**src/rtl/bus_disp_pkg.sv**
```systemverilog
// Shared definitions for the bus dispatcher: FSM states, frame field offsets
// and the error-counter width.
package bus_disp_pkg;

  typedef enum logic [1:0] {
    IDLE   = 2'd0,
    ACTIVE = 2'd1,
    STALL  = 2'd2
  } disp_state_e;

  localparam int ERR_CNT_W    = 8;
  localparam int FRM_OPID_LSB = 0;

  // Frame layout from LSB up: op_id, write data, write/read flag, register address.
  function automatic int frm_data_lsb(input int op_id_w);
    return op_id_w;
  endfunction

  function automatic int frm_wr_bit(input int op_id_w, input int w_width);
    return op_id_w + w_width;
  endfunction

  function automatic int frm_reg_lsb(input int op_id_w, input int w_width);
    return op_id_w + w_width + 1;
  endfunction

endpackage

```
**src/rtl/bus_disp_decode.sv**
```systemverilog
// Combinational switch-index decoder: one-hot target mask, in-range and broadcast flags.
// Broadcast on the all-ones index exists only when BUS_DISP_BCAST_EN is defined.
module bus_disp_decode
  import bus_disp_pkg::*;
#(
  parameter int NUM_SW_INST = 5,
  parameter int SW_ADDR_W   = 3
) (
  input  logic [SW_ADDR_W-1:0]   i_idx,
  output logic [NUM_SW_INST-1:0] o_mask,
  output logic                   o_in_range,
  output logic                   o_bcast
);

  localparam logic [SW_ADDR_W:0] NUM_L = (SW_ADDR_W+1)'(NUM_SW_INST);

  logic                   w_all_ones;
  logic [NUM_SW_INST-1:0] w_onehot;

`ifdef BUS_DISP_BCAST_EN
  assign w_all_ones = &i_idx;
`else
  assign w_all_ones = 1'b0;
`endif

  // One-hot decode of the switch index; out-of-range indices give an all-zero mask.
  always_comb begin
    w_onehot = '0;
    for (int i = 0; i < NUM_SW_INST; i++) begin
      w_onehot[i] = (i_idx == SW_ADDR_W'(i));
    end
  end

  // Broadcast overrides the ordinary index meaning, even when all-ones is a valid index.
  assign o_bcast    = w_all_ones;
  assign o_in_range = !w_all_ones && ({1'b0, i_idx} < NUM_L);
  assign o_mask     = w_all_ones ? {NUM_SW_INST{1'b1}} : w_onehot;

endmodule

```
**src/rtl/bus_dispatch_unit.sv**
```systemverilog
// bus_dispatch_unit: packs host register requests into frames and steers each to its
// switch FIFO, with back-pressure stalls and address-error counting. Macro: BUS_DISP_BCAST_EN.
module bus_dispatch_unit
  import bus_disp_pkg::*;
#(
  parameter int NUM_SW_INST = 5,
  parameter int SW_ADDR_W   = 3,
  parameter int REG_ADDR_W  = 5,
  parameter int W_WIDTH     = 8,
  parameter int OP_ID_W     = 8,
  parameter int FRAME_WIDTH = 32
) (
  input  logic                          clk,
  input  logic                          rst_n,
  input  logic                          en_in,
  input  logic                          valid,
  output logic                          ready,
  input  logic                          wr_rd_op,
  input  logic [OP_ID_W-1:0]            op_id,
  input  logic [SW_ADDR_W+REG_ADDR_W-1:0] addr_in,
  input  logic [W_WIDTH-1:0]            wr_data_in,
  input  logic [NUM_SW_INST-1:0]        fifo_full,
  output logic [FRAME_WIDTH-1:0]        frame_out,
  output logic [NUM_SW_INST-1:0]        fifo_wr_en,
  output logic                          addr_err,
  output logic [ERR_CNT_W-1:0]          err_cnt
);

  localparam int DATA_LSB = frm_data_lsb(OP_ID_W);
  localparam int WR_BIT   = frm_wr_bit(OP_ID_W, W_WIDTH);
  localparam int REG_LSB  = frm_reg_lsb(OP_ID_W, W_WIDTH);
  localparam logic [ERR_CNT_W-1:0] ERR_MAX = {ERR_CNT_W{1'b1}};

  disp_state_e            r_state;
  logic                   r_ready;
  logic [FRAME_WIDTH-1:0] r_frame;
  logic [NUM_SW_INST-1:0] r_wr_en;
  logic                   r_addr_err;
  logic [ERR_CNT_W-1:0]   r_err_cnt;
  logic [FRAME_WIDTH-1:0] r_hold_frame;
  logic [NUM_SW_INST-1:0] r_hold_mask;

  logic [SW_ADDR_W-1:0]   w_idx;
  logic [REG_ADDR_W-1:0]  w_reg_addr;
  logic [FRAME_WIDTH-1:0] w_frame;
  logic [NUM_SW_INST-1:0] w_dec_mask;
  logic                   w_dec_in_range;
  logic                   w_dec_bcast;
  logic                   w_target_ok;
  logic                   w_full_hit;
  logic                   w_hold_clear;

  assign w_idx      = addr_in[SW_ADDR_W+REG_ADDR_W-1:REG_ADDR_W];
  assign w_reg_addr = addr_in[REG_ADDR_W-1:0];

  bus_disp_decode #(
    .NUM_SW_INST (NUM_SW_INST),
    .SW_ADDR_W   (SW_ADDR_W)
  ) u_decode (
    .i_idx      (w_idx),
    .o_mask     (w_dec_mask),
    .o_in_range (w_dec_in_range),
    .o_bcast    (w_dec_bcast)
  );

  // Pack the request fields into a zero-padded frame.
  always_comb begin
    w_frame                             = '0;
    w_frame[FRM_OPID_LSB +: OP_ID_W]    = op_id;
    w_frame[DATA_LSB +: W_WIDTH]        = wr_data_in;
    w_frame[WR_BIT]                     = wr_rd_op;
    w_frame[REG_LSB +: REG_ADDR_W]      = w_reg_addr;
  end

  // A broadcast mask covers every FIFO, so any full flag blocks it.
  assign w_target_ok  = w_dec_in_range || w_dec_bcast;
  assign w_full_hit   = |(fifo_full & w_dec_mask);
  assign w_hold_clear = ~|(fifo_full & r_hold_mask);

  // Dispatcher FSM with registered handshake, frame, write-enable and error outputs.
  always_ff @(posedge clk or negedge rst_n) begin
    if (!rst_n) begin
      r_state      <= IDLE;
      r_ready      <= 1'b0;
      r_frame      <= '0;
      r_wr_en      <= '0;
      r_addr_err   <= 1'b0;
      r_err_cnt    <= '0;
      r_hold_frame <= '0;
      r_hold_mask  <= '0;
    end else begin
      r_frame    <= '0;
      r_wr_en    <= '0;
      r_addr_err <= 1'b0;
      case (r_state)
        IDLE: begin
          if (en_in) begin
            r_state <= ACTIVE;
            r_ready <= 1'b1;
          end else begin
            r_state <= IDLE;
            r_ready <= 1'b0;
          end
        end
        ACTIVE: begin
          if (valid) begin
            if (!w_target_ok) begin
              r_addr_err <= 1'b1;
              r_err_cnt  <= (r_err_cnt == ERR_MAX) ? r_err_cnt : r_err_cnt + ERR_CNT_W'(1);
              r_state    <= ACTIVE;
              r_ready    <= 1'b1;
            end else if (w_full_hit) begin
              r_hold_frame <= w_frame;
              r_hold_mask  <= w_dec_mask;
              r_state      <= STALL;
              r_ready      <= 1'b0;
            end else begin
              r_frame <= w_frame;
              r_wr_en <= w_dec_mask;
              r_state <= ACTIVE;
              r_ready <= 1'b1;
            end
          end else if (!en_in) begin
            r_state <= IDLE;
            r_ready <= 1'b0;
          end else begin
            r_state <= ACTIVE;
            r_ready <= 1'b1;
          end
        end
        STALL: begin
          // A held frame is always delivered; en_in only picks the state afterwards.
          if (w_hold_clear) begin
            r_frame <= r_hold_frame;
            r_wr_en <= r_hold_mask;
            r_state <= en_in ? ACTIVE : IDLE;
            r_ready <= en_in;
          end else begin
            r_state <= STALL;
            r_ready <= 1'b0;
          end
        end
        default: begin
          r_state <= IDLE;
          r_ready <= 1'b0;
        end
      endcase
    end
  end

  assign ready      = r_ready;
  assign frame_out  = r_frame;
  assign fifo_wr_en = r_wr_en;
  assign addr_err   = r_addr_err;
  assign err_cnt    = r_err_cnt;

endmodule

```
**config.mk**
```make
export PLATFORM = sky130hd
export DESIGN_NAME = bus_dispatch_unit
export DESIGN_NICKNAME = d
export VERILOG_FILES = /design/src/rtl/bus_disp_pkg.sv /design/src/rtl/bus_disp_decode.sv /design/src/rtl/bus_dispatch_unit.sv
export SDC_FILE = /design/constraint.sdc
export NUM_CORES = 1
export LEC_CHECK = 0
export ABC_AREA = 1
export CAP_MARGIN = 20
export CORE_ASPECT_RATIO = 0.6
export CORE_MARGIN = 1.5
export CORE_UTILIZATION = 47
export CTS_BUF_LIST = sky130_fd_sc_hd__clkbuf_2 sky130_fd_sc_hd__clkbuf_4 sky130_fd_sc_hd__clkbuf_8
export DETAILED_ROUTE_END_ITERATION = 7
export PLACE_DENSITY_LB_ADDON = 0.25
export SYNTH_ARGS = -nofsm -noshare
export SYNTH_HDL_FRONTEND = slang
export SYNTH_HIERARCHICAL = 1
export SYNTH_SLANG_ARGS = --single-unit
```
**constraint.sdc**
```tcl
create_clock -name clk -period 1.75 [get_ports clk]
set_input_delay 0.4375 -clock clk [delete_from_list [all_inputs] [get_ports clk]]
set_output_delay 0.4375 -clock clk [all_outputs]
set_load 0.02 [all_outputs]
```
==> impl_metrics.yaml <==
run_status:
  status: "complete, no violations"
layout:
  diodes: 0
  syn_to_final_growth_pct: 41.6
  final_nets: 499
  fillerInstances: 486
  drive_gt1_share_pct: 17.7
  stdcell_count: 548
worst_setup_path:
  crit_fanout: 1
  crit_buf_inv: 1
  path_delay_family: "buffers and inverters"
  cpMaxStageDelayCell: "clkdlybuf4s50_1"
  reg2reg_depth: 7
  worstPathCellList: "clkdlybuf4s50_1"
  cp.depth: 1
  slowest_delay_ps: 600
  endpoint_kind: "output port"
  required_ps: 1310
  rrSetupSlack_ps: 100
  path_class: "flip-flop to output port"
  cp-start-kind: "flip-flop"
  cp_data_arrival_time_ps: 1280
timing:
  finClkSkew_ps: 5.82
  fin_crit_sh_pct: 97.9
  setup_viol_count_final: 0
  maxSlewViolCount: 0
  hold_viol_final: 0
  fmax_mhz: 583
  min_period_ps: 1710
  setup_ws_ps: 36.1
grt:
  grt_pass1_wl_mm: 13.1
  grt_max_degree: 29
  grt_pass1_vias: 2796
  grt_use_total_pct: 24.3
  grt_overflow: 0
  antenna_found_initial: 0
die:
  rows: 22
  die_h_um: 66.3
  start_util_pct: 50.1
  core_area_sq_um: 6280
  die_w_um: 109
  die-area_sq_um: 7200
  ios: 81
detailed_routing:
  wl_per_cell_um: 15.2
  vias: 2939
  avgViaCountPerCell: 5.36
  wirelength_mm: 8.32
  drcViolationCount: 0
  ant_nets: 0
  drt_first_pass_iters: 5
  drt-initial-drc-count: 208
synth:
  synthCells: 359
  ys_seq_area_share_pct: 51.8
  syn_area_per_cell_sq_um: 8.75
  synth.distinct_cells: 25
  yosysWarnings: 6
  synth_top_area_cell: "dfrtp_1"
  synth_seq_cells: 65
  syn_area_sq_um: 3140
  synth_area_leaders: "dfrtp_1 52%, nand2_1 14%, nand4_1 5.6%, nand3_1 5.4%, a21oi_1 4.6%"
  synth_top_area_share_pct: 51.8
place:
  place_ws_ps: -373
  routabilityCongestion: 0.816
  place_hpwl_mm: 5.47
  placement.io_buffers: 70
  dp_cells: 522
pwr:
  power.total_mw: 4.55
  leakagePower_nw: 2.32
  peakVddDrop_uv: 547
  power.density_nw_per_um2: 1020
job:
  maxCapViolCount: 0
clock_network:
  cts_inserted_buffers: 9
  root_buffer: "clkbuf_8"
  htree_levels: 3
  clkSinkCount: 65
  insertion_delay_ps: 340
  cts_tree: "built"
  path_clk_slew_ps: 70
  clockBufferDepth: 2
worst_hold_path:
  hold_path_class: "flip-flop to flip-flop"
  min_path_cells: 2
## flip-flops by register name, summed over array words and instances, names as in the netlist
name          cells
r_state           2
r_hold_frame     22
fifo_wr_en        5
err_cnt           8
frame_out        22
r_hold_mask       5
addr_err          1
## logic make-up (layout without fill, tap and decap cells)
| group | Yosys count | count (layout) | share of synthesized area (%) |
|---|---|---|---|
| adder cells (fa/ha/maj) | 5 | 5 | 1.99 |
| buffers and inverters | 48 | 142 | 9.43 |
| other | 2 | 11 | 0.239 |
| flip-flops | 65 | 65 | 51.8 |
| AND/OR/NAND/NOR | 203 | 205 | 30.4 |
| AO/OA/AOI/OAI | 33 | 33 | 5.33 |
| XOR/XNOR | 3 | 3 | 0.836 |
## final cells by class
class | count | area (sq um) | share of cell area, %
multi-input combinational | 257 | 1350 | 30.2
clock inverter | 2 | 12.5 | 0.281
inverter | 19 | 77.6 | 1.74
clock buffer | 13 | 173 | 3.88
timing repair buffer | 108 | 1110 | 25.0
sequential | 65 | 1630 | 36.5
tap | 84 | 105 | 2.36
## where the power goes
group	switching (mW)	total [mW]	internal, mW
registers	0.226	2.08	1.86
clock network	0.555	1.19	0.636
logic	0.741	1.27	0.532
## metrics by stage
| step | instance area, sq um | hold WS (ps) | TNS (ps) | utilization [%] |
|---|---|---|---|---|
| global placement | 4050 | 323 | -17580 | 64.5 |
| CTS | 4250 | 475 | 0 | 67.7 |
| floorplan | 3180 | 142 | 0 | - |
| global route | 4450 | 484 | -72.1 | 70.9 |
| finish | 4450 | 472 | 0 | 70.9 |
| detailed placement | 4050 | 330 | -19790 | 64.5 |
## final timing paths
path / from / to
max reg2reg: r_state[1]$_DFF_PN0_ / err_cnt[2]$_DFFE_PN0P_
max: frame_out[4]$_DFF_PN0_ / frame_out[4]
min: r_hold_frame[8]$_DFFE_PN0P_ / r_hold_frame[8]$_DFFE_PN0P_
min reg2reg: r_hold_frame[8]$_DFFE_PN0P_ / r_hold_frame[8]$_DFFE_PN0P_
min in group asynchronous: rst_n / r_hold_mask[1]$_DFFE_PN0P_
max in group asynchronous: rst_n / err_cnt[3]$_DFFE_PN0P_
## layout by cell type (no fill, tap or decap), types with 3 or more instances in the layout
cell and instances:
nand2_1 119, dfrtp_1 65, clkdlybuf4s50_1 47, nand3_1 33, nand4_1 28, a21oi_1 26, buf_4 25, dlymetal6s2s_1 13
clkbuf_8 12, inv_1 11, conb_1 11, dlygate4sd2_1 9, buf_12 7, inv_2 6, nor2_1 5, ha_1 5
buf_6 5, nor2_2 3, nand2_2 3, nand2_8 3, a21oi_2 3, xnor2_1 3
## Yosys cell counts
| cell | count |
|---|---|
| a21oi_1 | 29 |
| buf_2 | 6 |
| buf_4 | 13 |
| buf_6 | 8 |
| clkbuf_1 | 2 |
| clkinv_1 | 1 |
| conb_1 | 2 |
| dfrtp_1 | 65 |
| ha_1 | 5 |
| inv_1 | 14 |
| inv_2 | 4 |
| nand2_1 | 120 |
| nand2_2 | 4 |
| nand2_4 | 2 |
| nand3_1 | 34 |
| nand3b_1 | 1 |
| nand4_1 | 28 |
| nor2_1 | 7 |
| nor2_2 | 2 |
| nor2_8 | 2 |
| nor3_1 | 2 |
| nor3_4 | 1 |
| o21ai_0 | 3 |
| o21bai_1 | 1 |
| xnor2_1 | 3 |
## timing repair
item,4_1_cts,5_1_grt
setup buffers,1,7
hold buffers,1,0
pin swaps,1,10
gates resized for setup,12,36
gates cloned,0,2
endpoints found under the setup margin,21,69
endpoints found under the hold margin,5,0
## per-layer routing
| layer | vias up | global-route usage, % | part of all wire [%] |
|---|---|---|---|
| met4 | 0 | 11.0 | 2.4 |
| met3 | 21 | 7.00 | 9.4 |
| li1 | 1365 | - | - |
| met1 | 1390 | 32.1 | 44 |
| met5 | - | 0 | 0 |
| met2 | 163 | 37.0 | 44 |
(Power assumes the default switching activity.)
